[config.mk]
export PLATFORM = sky130hd
export DESIGN_NAME = stack_queue_sequencer
export DESIGN_NICKNAME = d
export VERILOG_FILES = /design/src/rtl/sq_calc_pkg.sv /design/src/rtl/sq_store.sv /design/src/rtl/stack_queue_sequencer.sv
export SDC_FILE = /design/constraint.sdc
export NUM_CORES = 1
export LEC_CHECK = 0
export ABC_AREA = 1
export ABC_CLOCK_PERIOD_IN_PS = 4600
export CAP_MARGIN = 20
export CORE_AREA = 2 2 266 268
export CTS_CLUSTER_SIZE = 16
export DETAILED_ROUTE_END_ITERATION = 8
export DIE_AREA = 0 0 268 270
export GPL_ROUTABILITY_DRIVEN = 0
export PLACE_DENSITY_LB_ADDON = 0.1
export SLEW_MARGIN = 20
export SYNTH_ARGS = -nofsm -noshare
export SYNTH_HDL_FRONTEND = slang
export SYNTH_SLANG_ARGS = --single-unit
[constraint.sdc]
create_clock -name clk -period 4.6 [get_ports clk]
set_input_delay 0.92 -clock clk [delete_from_list [all_inputs] [get_ports clk]]
set_output_delay 0.92 -clock clk [all_outputs]
set_load 0.005 [all_outputs]
[src/rtl/sq_calc_pkg.sv]
// Shared definitions for the stack/queue calculator sequencer: FSM states and
// storage-mode encodings.
package sq_calc_pkg;

    typedef enum logic [2:0] {
        IDLE   = 3'd0,
        POP_A  = 3'd1,
        POP_B  = 3'd2,
        EXEC   = 3'd3,
        PUSH_Y = 3'd4
    } state_t;

    localparam logic MODE_STACK = 1'b0;
    localparam logic MODE_QUEUE = 1'b1;

endpackage

[src/rtl/sq_store.sv]
// Circular operand buffer. Pushes always land at the tail; entries leave either
// from the head (oldest) or from just behind the tail (newest).
module sq_store #(
    parameter int DATA_W = 32,
    parameter int DEPTH  = 16
) (
    input  logic                       clk,
    input  logic                       rst,
    input  logic                       push,
    input  logic [DATA_W-1:0]          push_data,
    input  logic                       pop_front,
    input  logic                       pop_back,
    input  logic                       flush,
    input  logic                       lifo,
    output logic [DATA_W-1:0]          top,
    output logic [$clog2(DEPTH):0]     count,
    output logic                       empty,
    output logic                       full
);

    localparam int PW = $clog2(DEPTH);
    localparam int CW = PW + 1;
    localparam logic [PW-1:0] PTR_ONE = 1;
    localparam logic [CW-1:0] CNT_ONE = 1;
    localparam logic [CW-1:0] CNT_MAX = CW'(DEPTH);

    logic [DATA_W-1:0] mem [DEPTH];
    logic [PW-1:0]     head_reg;
    logic [PW-1:0]     tail_reg;
    logic [CW-1:0]     count_reg;
    logic [PW-1:0]     tail_m1;

    assign tail_m1 = tail_reg - PTR_ONE;
    assign empty   = (count_reg == '0);
    assign full    = (count_reg == CNT_MAX);
    assign count   = count_reg;
    assign top     = empty ? '0 : (lifo ? mem[tail_m1] : mem[head_reg]);

    // Storage has no reset: validity is tracked by count_reg alone.
    always_ff @(posedge clk) begin
        if (push && !full && !flush) begin
            mem[tail_reg] <= push_data;
        end
    end

    always_ff @(posedge clk or negedge rst) begin
        if (!rst) begin
            head_reg  <= '0;
            tail_reg  <= '0;
            count_reg <= '0;
        end else if (flush) begin
            head_reg  <= '0;
            tail_reg  <= '0;
            count_reg <= '0;
        end else if (push && !full) begin
            tail_reg  <= tail_reg + PTR_ONE;
            count_reg <= count_reg + CNT_ONE;
        end else if (pop_front && !empty) begin
            head_reg  <= head_reg + PTR_ONE;
            count_reg <= count_reg - CNT_ONE;
        end else if (pop_back && !empty) begin
            tail_reg  <= tail_m1;
            count_reg <= count_reg - CNT_ONE;
        end
    end

endmodule

[src/rtl/stack_queue_sequencer.sv]
// Operand sequencer for an external ALU: pushes switch literals, pops one or two
// operands, strobes the ALU, and pushes the result back into the same buffer.
module stack_queue_sequencer
    import sq_calc_pkg::*;
#(
    parameter int DATA_W = 32,
    parameter int DEPTH  = 16,
    parameter int SW_W   = 16
) (
    input  logic                   clk,
    input  logic                   rst,
    input  logic                   mode,
    input  logic [SW_W-1:0]        sw,
    input  logic                   push_req,
    input  logic                   op_req,
    input  logic                   op_unary,
    input  logic [DATA_W-1:0]      alu_y,
    output logic [DATA_W-1:0]      alu_a,
    output logic [DATA_W-1:0]      alu_b,
    output logic                   alu_go,
    output logic [DATA_W-1:0]      top,
    output logic [$clog2(DEPTH):0] count,
    output logic                   empty,
    output logic                   full,
    output logic                   busy,
    output logic                   err_underflow,
    output logic                   err_overflow
);

    localparam int CW = $clog2(DEPTH) + 1;
    localparam logic [CW-1:0] CNT_TWO = 2;

    state_t            state_reg, state_next;
    logic              mode_reg;
    logic              push_prev_reg, op_prev_reg;
    logic              unary_reg;
    logic [DATA_W-1:0] alu_a_reg, alu_b_reg, y_reg;
    logic              err_uf_reg, err_of_reg;

    logic              push_edge, op_edge, mode_change;
    logic              st_push, st_pop, st_flush;
    logic [DATA_W-1:0] st_push_data;
    logic              load_a, load_b, clear_b, cap_y, op_start;
    logic              set_of, set_uf, clr_err;

    assign push_edge   = push_req & ~push_prev_reg;
    assign op_edge     = op_req & ~op_prev_reg;
    assign mode_change = (state_reg == IDLE) && (mode != mode_reg);

    always_comb begin
        state_next   = state_reg;
        st_push      = 1'b0;
        st_push_data = '0;
        st_pop       = 1'b0;
        st_flush     = 1'b0;
        load_a       = 1'b0;
        load_b       = 1'b0;
        clear_b      = 1'b0;
        cap_y        = 1'b0;
        op_start     = 1'b0;
        set_of       = 1'b0;
        set_uf       = 1'b0;
        clr_err      = 1'b0;
        case (state_reg)
            IDLE: begin
                // A pending mode switch takes the whole cycle; simultaneous
                // push/op edges cancel each other without any side effect.
                if (mode_change) begin
                    st_flush = 1'b1;
                end else if (push_edge && op_edge) begin
                    st_flush = 1'b0;
                end else if (push_edge) begin
                    if (full) begin
                        set_of = 1'b1;
                    end else begin
                        st_push      = 1'b1;
                        st_push_data = DATA_W'(sw);
                        clr_err      = 1'b1;
                    end
                end else if (op_edge) begin
                    if (op_unary ? empty : (count < CNT_TWO)) begin
                        set_uf = 1'b1;
                    end else begin
                        clr_err    = 1'b1;
                        op_start   = 1'b1;
                        state_next = POP_A;
                    end
                end
            end
            POP_A: begin
                load_a = 1'b1;
                st_pop = 1'b1;
                if (unary_reg) begin
                    clear_b    = 1'b1;
                    state_next = EXEC;
                end else begin
                    state_next = POP_B;
                end
            end
            POP_B: begin
                load_b     = 1'b1;
                st_pop     = 1'b1;
                state_next = EXEC;
            end
            EXEC: begin
                cap_y      = 1'b1;
                state_next = PUSH_Y;
            end
            PUSH_Y: begin
                st_push      = 1'b1;
                st_push_data = y_reg;
                state_next   = IDLE;
            end
            default: state_next = IDLE;
        endcase
    end

    always_ff @(posedge clk or negedge rst) begin
        if (!rst) begin
            state_reg     <= IDLE;
            mode_reg      <= MODE_STACK;
            push_prev_reg <= 1'b0;
            op_prev_reg   <= 1'b0;
            unary_reg     <= 1'b0;
            alu_a_reg     <= '0;
            alu_b_reg     <= '0;
            y_reg         <= '0;
            err_uf_reg    <= 1'b0;
            err_of_reg    <= 1'b0;
        end else begin
            state_reg     <= state_next;
            push_prev_reg <= push_req;
            op_prev_reg   <= op_req;
            if (mode_change) mode_reg <= mode;
            if (op_start) unary_reg <= op_unary;
            if (load_a) alu_a_reg <= top;
            if (load_b) alu_b_reg <= top;
            else if (clear_b) alu_b_reg <= '0;
            if (cap_y) y_reg <= alu_y;
            if (clr_err) begin
                err_uf_reg <= 1'b0;
                err_of_reg <= 1'b0;
            end else begin
                if (set_uf) err_uf_reg <= 1'b1;
                if (set_of) err_of_reg <= 1'b1;
            end
        end
    end

    sq_store #(
        .DATA_W (DATA_W),
        .DEPTH  (DEPTH)
    ) u_store (
        .clk       (clk),
        .rst       (rst),
        .push      (st_push),
        .push_data (st_push_data),
        .pop_front (st_pop && (mode_reg == MODE_QUEUE)),
        .pop_back  (st_pop && (mode_reg == MODE_STACK)),
        .flush     (st_flush),
        .lifo      (mode_reg == MODE_STACK),
        .top       (top),
        .count     (count),
        .empty     (empty),
        .full      (full)
    );

    assign alu_a         = alu_a_reg;
    assign alu_b         = alu_b_reg;
    assign alu_go        = (state_reg == EXEC);
    assign busy          = (state_reg != IDLE);
    assign err_underflow = err_uf_reg;
    assign err_overflow  = err_of_reg;

endmodule

==> results of run 1 <==
## per-stage QoR
step           worst slack, ns  std cells  cell area [µm²]  power (W)
5_1_grt                 0.0139       4635            36100     0.0274
3_5_place_dp             0.785       4509            33900     0.0203
6_report                 0.143       4635            36100     0.0260
3_3_place_gp             0.755       4509            33900     0.0202
4_1_cts                  0.142       4633            36100     0.0260
2_1_floorplan             1.09       3550            31000     0.0149
## worst register-to-register path, stage by stage (launching register included)
cell                      delay (ns)
sky130_fd_sc_hd__dfrtp_1        0.65
sky130_fd_sc_hd__inv_1          0.35
sky130_fd_sc_hd__nand2_4        0.11
sky130_fd_sc_hd__inv_2          0.15
sky130_fd_sc_hd__nand3_2        0.13
sky130_fd_sc_hd__nand2_2        0.13
sky130_fd_sc_hd__nand2_4        0.15
sky130_fd_sc_hd__inv_2          0.14
sky130_fd_sc_hd__nand2_1        0.28
sky130_fd_sc_hd__nor2_4         0.55
sky130_fd_sc_hd__buf_4          0.34
## synthesized netlist by cell type, types with 3 or more instances
cell type                  number  area [µm²]
sky130_fd_sc_hd__a21oi_1        6        30.0
sky130_fd_sc_hd__buf_1         25        93.8
sky130_fd_sc_hd__buf_2        124         621
sky130_fd_sc_hd__buf_4         35         263
sky130_fd_sc_hd__buf_6          3        33.8
sky130_fd_sc_hd__clkbuf_1      54         203
sky130_fd_sc_hd__dfrtp_1      118        2950
sky130_fd_sc_hd__edfxtp_1     512       15400
sky130_fd_sc_hd__ha_1           9         113
sky130_fd_sc_hd__inv_1         65         244
sky130_fd_sc_hd__inv_2          9        33.8
sky130_fd_sc_hd__nand2_1     1593        5980
sky130_fd_sc_hd__nand2_2        6        37.5
sky130_fd_sc_hd__nand2_4        3        33.8
sky130_fd_sc_hd__nand3_1      882        4410
sky130_fd_sc_hd__nand4_1        5        31.3
sky130_fd_sc_hd__nor2_1        39         146
sky130_fd_sc_hd__o21ai_0       37         185
sky130_fd_sc_hd__o21ai_1        4        20.0
sky130_fd_sc_hd__xnor2_1        4        35.0
sky130_fd_sc_hd__xor2_1         3        26.3
## routing by layer
| metal | GRT usage [%] | vias up |
|---|---|---|
| li1 | - | 12100 |
| met1 | 38.4 | 13100 |
| met2 | 47.3 | 1470 |
| met3 | 4.18 | 297 |
| met4 | 15.6 | 0 |
| met5 | 0 | - |
## kinds of logic (layout without fill, tap and decap cells)
logic type               count (synthesis)  count (layout)  synth area share (%)
AND/OR/NAND/NOR                       2535            2535                  34.6
AO/OA/AOI/OAI                           50              50                 0.832
other                                    0               2                     0
XOR/XNOR                                 7               7                 0.198
flip-flops                             630             630                  59.1
adder cells (fa/ha/maj)                 10              10                 0.428
buffers and inverters                  318             461                  4.86
## power groups by stage
stage	combinational (W)	clock [W]	sequential [W]
global route	0.0141	0.00598	0.00733
CTS	0.0130	0.00574	0.00726
floorplan	0.00762	0	0.00729
finish	0.0131	0.00566	0.00726
detailed placement	0.0129	0	0.00737
global placement	0.0128	0	0.00735
## worst paths after layout
check	startpoint	end	slack, ns	cells past startpoint
max	u_store.tail_reg[1]	top[26]	0.14	10
min	rst	alu_a[20]	0.35	2
max reg2reg	state_reg[2]	u_store.mem[6][21]	1.31	10
min reg2reg	y_reg[15]	y_reg[15]	0.47	2
max in group asynchronous	rst	u_store.head_reg[0]	3.56	2
min in group clk	y_reg[15]	y_reg[15]	0.47	2
## cell type report
class                           count  area (µm²)  share of cell area, %
Timing Repair Buffer              260        2730                   7.54
Clock inverter                     33         332                  0.917
Multi-Input combinational cell   2602       11300                   31.3
Sequential cell                   630       18300                   50.7
Inverter                           77         304                  0.841
Clock buffer                       91        1960                   5.41
Tap cell                          940        1180                   3.25
Antenna cell                        2        5.00                 0.0138
==> results summary, run 1 <==
Using the TritonRoute via totals, the vias-per-cell ratio works out to 5.82. The number of buffers on the longest clock path came out at 3. Clock-pin slew was measured on the worst setup and hold paths at 0.06 ns. The maximum number of pins on one net before global-route repair is 221. For the final database, setup skew stands at 0.0181 ns. The power share of the sequential group came out at 27.9%. The total routing usage reported by global routing came out at 29.4%. Grouping stages by cell kind, the critical path spends the most delay in buffers and inverters.

The number of maximum-capacitance constraint violations came out at 0. The share of final-layout standard cells stronger than drive strength 1 is 6.93%. The maximum fanout along the worst path is 56. After global routing the overflow that remains totals 0.

Dividing the final minimum period by the clock period gives 96.9%. The library cell used most frequently in the layout, excluding fill and tap cells, is sky130_fd_sc_hd__nand2_1. The row count is 97. The highest layer touched by signal routing is met4. The first TritonRoute pass finished after 5 iterations. The CTS tree is done.

The area of the placeable core came out at 0.0695 mm². The die outline height is 270 µm. For this block, wires on met1 add up to 42.2 mm. Summed over all nets, wire length on met2 after detailed routing comes to 50.6 mm. The worst-margin pin slew came out at 1.30 ns.

The clock network latency to the later pin of the worst-skew pair is 0.61 ns. The number of DRC markers after the initial detailed-route iteration is 3,394. For this run, design rule violations remaining after detail routing come to 0. Among all flip-flop cells after synthesis, the most frequent one is sky130_fd_sc_hd__edfxtp_1.

The count of flip-flops with a built-in enable after synthesis is 512. The netlist area before placement is 0.0310 mm². The maximum vdd ir drop is 0.634 mV.

The cell-internal power came out at 0.0145 W. The worst path required time is 3.68 ns. The quantity of hold-fixing buffers added after cts came out at 0. The number of hold-slack violations in the final timing report is 0.

The cell leakage power came out at 14.9 nW. The wire length of the first global-routing pass came out at 160 mm. Counting every sink on the clock net gives 630. The boundary pin count is 161. Once the clock tree was built, the setup fixing pass inserted 0 buffers.

The critical path goes through inv_1, ha_4, buf_12, buf_12, nand3_1, nand3_1, nand3_1, nand3_1, nand2_1, clkdlybuf4s50_1. In the layout the commonest cells are 1,592 x sky130_fd_sc_hd__nand2_1, 882 x sky130_fd_sc_hd__nand3_1, 512 x sky130_fd_sc_hd__edfxtp_1, 159 x sky130_fd_sc_hd__clkdlybuf4s50_1, 113 x sky130_fd_sc_hd__dfrtp_1. The final count of negative-setup-slack endpoints is 0. The count of nets left with antenna violations once routing finished came out at 0.

The worst setup path is captured at an output port. The count of nets after finishing is 3,705. The H-tree was split into 3 levels. Setup repair after global routing left no endpoint under its margin. The number of warnings printed during yosys synthesis is 0. The worst setup path is launched from a flop. The cell that appears most often on the critical path is sky130_fd_sc_hd__nand3_1. The tightest hold path in the finished design has a slack of 0.345 ns. The net switching power figure is 0.0115 W. The detailed route wirelength on metal3 is 8.90 mm. The filler cells instantiated in the layout total 6,291. The core occupancy in the finished layout came out at 52.0%.

Net switching is 44.1% of the power. The count of pins over their slew limit was 0. In this run the worst hold path is classified as in -> async. Relative to the synthesized area, the layout overhead comes to 16.6%. The sequential-to-total area share from yosys stat came out at 59.1%.

On the critical path, the stage with the largest delay is an instance of sky130_fd_sc_hd__clkdlybuf4s50_1. After legalization and detailed placement, the total HPWL measured 61.3 mm. The worst-case headroom to the max-slew limit is 13.0%.

The share of flip-flops with an asynchronous set or reset after synthesis is 18.7%. The combinational share of power is 50.3%. The wire length reported by the detailed router came out at 108 mm. The number of flip-flops under the largest register name came out at 512. The flow ran to the end, and the final reports show no timing, DRC or antenna violations. The worst setup path is of the reg -> out kind. The fraction of power consumed by the clock network is 21.7%. During placement, the flow inserted port buffers numbering 160. Summing over every cut layer, the via total after detailed routing is 27,000. After detailed routing, the average wire length per cell comes to 23.2 µm.

Averaged over all synthesized cells, the footprint is 8.73 µm². Counting I/O delays and the setup requirement, the final critical path takes 4.46 ns. The number of global-route vias before repair came to 26,200. The initial antenna violation count is 2. The buffer and inverter count on the worst path is 4. More flip-flops sit in one register than any other, and that register is u_store.mem. The power density over the cells came out at 720 mW/mm². The effective utilization at floorplan came out at 44.6%. The number of synthesized register bits came out at 630.

The cell chosen for the clock root is sky130_fd_sc_hd__clkbuf_16. The quantity of gates resized following cts came out at 0. The number of instances in the synthesized netlist came out at 3,550. The accumulated negative setup slack is 0 ns. The synthesized net count came out at 3,614.

In this design, the stage delay of the slowest critical-path cell is 0.53 ns. The number of buffers inserted during clock tree synthesis came out at 70. Static timing analysis puts the maximum clock frequency at 224 MHz. The area of the die came out at 0.0724 mm². At the worst endpoint, the arrival time is 3.54 ns. Counting distinct cell types in the post-synthesis netlist gives 32. The die is 268 µm wide.
No activity file was read; power rests on OpenSTA's default activity.
==> run 2, diff against run 1 <==
--- a/config.mk
+++ b/config.mk
@@ -9,6 +9,7 @@
 export ABC_CLOCK_PERIOD_IN_PS = 4600
 export CAP_MARGIN = 20
 export CORE_AREA = 2 2 266 268
+export CTS_CLUSTER_DIAMETER = 150
 export CTS_CLUSTER_SIZE = 16
 export DETAILED_ROUTE_END_ITERATION = 8
 export DIE_AREA = 0 0 268 270
==> results summary, run 2 (synthesis gave the netlist of run 1 again) <==
The count of placed standard cells in the final layout, fillers left out is 4,577 (-1.3%). STA classifies the critical path startpoint as a flop. The number of levels in the clock H-tree is 2 (-1). The maximum number of pins on one net before global-route repair is 221 (unchanged). The number of inserted filler cells in the final layout is 6,367 (+1.2%).

The final count of negative-setup-slack endpoints is 0 (unchanged). The total placed instance area came to 0.0339 mm² (unchanged). The routed via count divided by cell count is 5.80 (-0.25%). The worst-case headroom to the max-slew limit is 34.7% (+22 points). The worst path required time came out at 3.68 ns (about the same). The library cell used most frequently in the layout, excluding fill and tap cells, is sky130_fd_sc_hd__nand2_1. The reg-to-reg setup timing slack came out at 1.36 ns (+0.05 ns).

The post-route worst setup slack came out at 0.161 ns (+0.0188 ns). The effective utilization at floorplan came out at 44.6% (unchanged). The number of buffers inserted during clock tree synthesis is 45 (-36%). The critical path goes through inv_1, ha_4, buf_12, buf_12, nand3_1, nand3_1, nand3_1, nand3_1, nand2_1, clkdlybuf4s50_1. The boundary pin count came to 161 (unchanged). The endpoint arrival time on the critical path was 3.52 ns (-0.02 ns). The quantity of hold-fixing buffers added after cts came to 0 (unchanged). The worst-case reg-to-reg path depth was 10 (unchanged). The area of the placeable core is 0.0695 mm² (unchanged). The area overhead of the layout relative to synthesis is 13.3%.

The number of nets with antenna violations after detailed routing was 0 (unchanged). The global-route congestion overflow total came to 0 (unchanged). The routed wirelength normalized by instance count came to 23.4 µm (+0.54%). The count of nets after finishing came out at 3,681 (-0.65%). The die outline height came out at 270 µm (unchanged). The number of buffers on the longest clock path is 3 (unchanged). The maximum fanout along the worst path is 56 (unchanged).

Setup repair after global routing left no endpoint under its margin. The flow ran to the end, and the final reports show no timing, DRC or antenna violations. The area of the die is 0.0724 mm² (unchanged).

The instance count after placement with tap cells included is 4,509 (unchanged). The wire length reported by the detailed router came out at 107 mm (-0.72%). The power density over the cells is 686 mW/mm² (-4.7%). The startpoint identified for the worst register-to-register timing path is state_reg[2]. The clock network latency to the later pin of the worst-skew pair came out at 0.61 ns (about the same). Clock tree synthesis selected as its root buffer the cell sky130_fd_sc_hd__clkbuf_16. The endpoint kind of the worst setup timing path is an output port. The count of buffers added by post-CTS timing repair for setup came out at 0 (unchanged). In the layout the commonest cells are 1,592 x sky130_fd_sc_hd__nand2_1, 882 x sky130_fd_sc_hd__nand3_1, 512 x sky130_fd_sc_hd__edfxtp_1, 159 x sky130_fd_sc_hd__clkdlybuf4s50_1, 113 x sky130_fd_sc_hd__dfrtp_1.

The post-CTS clock slew at the launch and capture registers of the worst setup and hold paths was 0.07 ns (about the same). The total iterations of the first detailed-routing run came out at 6 (+1). The quantity of gates resized following cts came out at 0 (unchanged).

The largest register by flop count is u_store.mem. TritonCTS built the clock tree. The summed area of non-filler cells in the final layout is 0.0351 mm² (-2.9%). The clock tree skew after final layout came to 0.0296 ns (+0.0115 ns).

The wire length of the first global-routing pass is 159 mm (-0.70%). The number of maximum-capacitance constraint violations is 0 (unchanged). The number of hold-slack violations in the final timing report is 0 (unchanged). The cell leakage power is 14.3 nW (-3.6%).

The highest clock frequency the design can meet was 225 MHz (+0.42%). The maximum vdd ir drop is 0.579 mV (-8.7%). The number of sinks handled by clock tree synthesis was 630 (unchanged).

The total of buffers placed on input and output ports was 160 (unchanged). The share of the cycle needed by the critical path after routing came to 96.5% (-0.41 points). The most numerous cell on the critical path is sky130_fd_sc_hd__nand3_1. The number of DRC markers after the initial detailed-route iteration came out at 3,205 (-5.6%). The share of final-layout standard cells stronger than drive strength 1 was 5.58% (-1.3 points). The endpoint identified for the worst register-to-register timing path is u_store.mem[6][8]. The core occupancy in the finished layout is 50.5% (-1.5 points). The maximum single-stage delay on the critical path came out at 0.53 ns (about the same). The cell with the largest stage delay on the worst path is sky130_fd_sc_hd__clkdlybuf4s50_1. The worst-margin pin slew is 0.975 ns (-0.330 ns).

The path category of the worst min-delay check is in -> async. The total routing usage reported by global routing was 29.1% (-0.28 points). The row count came out at 97 (unchanged). The critical path start-end classification is reg -> out. The count of pins over their slew limit is 0 (unchanged). The initial antenna violation count came out at 2 (unchanged). The horizontal die dimension is 268 µm (unchanged). The number of vias in the routed layout came to 26,600 (-1.5%).

The setup slack at placement is 0.785 ns (unchanged). The number of flip-flops under the largest register name was 512 (unchanged). The number of global-route vias before repair came out at 25,900 (-1.3%). The accumulated negative setup slack came out at 0 ns (unchanged).

The post-detailed-placement half-perimeter wirelength came out at 61.3 mm (unchanged). The number of design rule violations left after detail routing came out at 0 (unchanged). The minimum clock period came out at 4.44 ns (-0.0188 ns).
[run 2: cell types whose count changed in the layout (fill, tap and decap cells not counted), moves of 2 or more]
cell | previous run | this run
sky130_fd_sc_hd__clkbuf_16 | 74 | 45
sky130_fd_sc_hd__bufinv_16 | 7 | 0
sky130_fd_sc_hd__inv_6 | 2 | 4
sky130_fd_sc_hd__clkbuf_1 | 13 | 17
sky130_fd_sc_hd__clkbuf_8 | 4 | 0
sky130_fd_sc_hd__clkinv_1 | 10 | 1
sky130_fd_sc_hd__clkinv_2 | 16 | 0
[run 2: how the worst max path moves through the flow]
stage	depth (start not counted)	slack, ns	start	to
2_1_floorplan	7	1.09	mode	u_store.mem[0][0]
5_1_grt	10	0.02	u_store.tail_reg[1]	top[8]
4_1_cts	12	0.16	u_store.tail_reg[0]	top[2]
6_report	10	0.16	u_store.tail_reg[1]	top[26]
3_5_place_dp	9	0.79	mode	u_store.mem[6][22]
3_3_place_gp	12	0.75	u_store.tail_reg[0]	top[2]
[run 2: metal layers]
layer	vias up	global-route usage, %	part of all wire (%)
met5	-	0	0
met3	255	3.89	8.0
met2	1391	47.5	48
li1	12000	-	-
met1	12900	38.3	39
met4	0	14.1	5.0
[run 2: power by group]
part | switching [W] | leakage (nW) | internal, W
Combinational | 0.00881 | 7.40 | 0.00428
Sequential | 0.000367 | 6.34 | 0.00688
Clock | 0.00196 | 0.590 | 0.00180
Total | 0.0111 | 14.3 | 0.0130
[run 2: final cells by class]
cell class | count | area [µm²] | area share [%]
clock buffers | 62 | 1190 | 3.39
flip-flops and latches | 630 | 18300 | 52.2
inverters | 77 | 304 | 0.866
well taps | 940 | 1180 | 3.35
repair buffers | 261 | 2750 | 7.84
diodes | 2 | 5.00 | 0.0143
clock inverters | 3 | 28.8 | 0.0820
multi-input cells | 2602 | 11300 | 32.2
[run 2: stage by stage]
| step | hold WS (ns) | total power [W] |
|---|---|---|
| 4_1_cts | 0.397 | 0.0240 |
| 2_1_floorplan | 0.443 | 0.0149 |
| 6_report | 0.331 | 0.0241 |
| 3_3_place_gp | 0.454 | 0.0202 |
| 3_5_place_dp | 0.459 | 0.0203 |
| 5_1_grt | 0.407 | 0.0255 |
[run 2: worst max-delay path: cells and delay by family (launching register included)]
kind | cells | cell delay (ns)
buffers and inverters | 4 | 1.32
and+or+nand+nor | 5 | 0.62
adders and majority gates | 1 | 0.49
DFF | 1 | 0.44
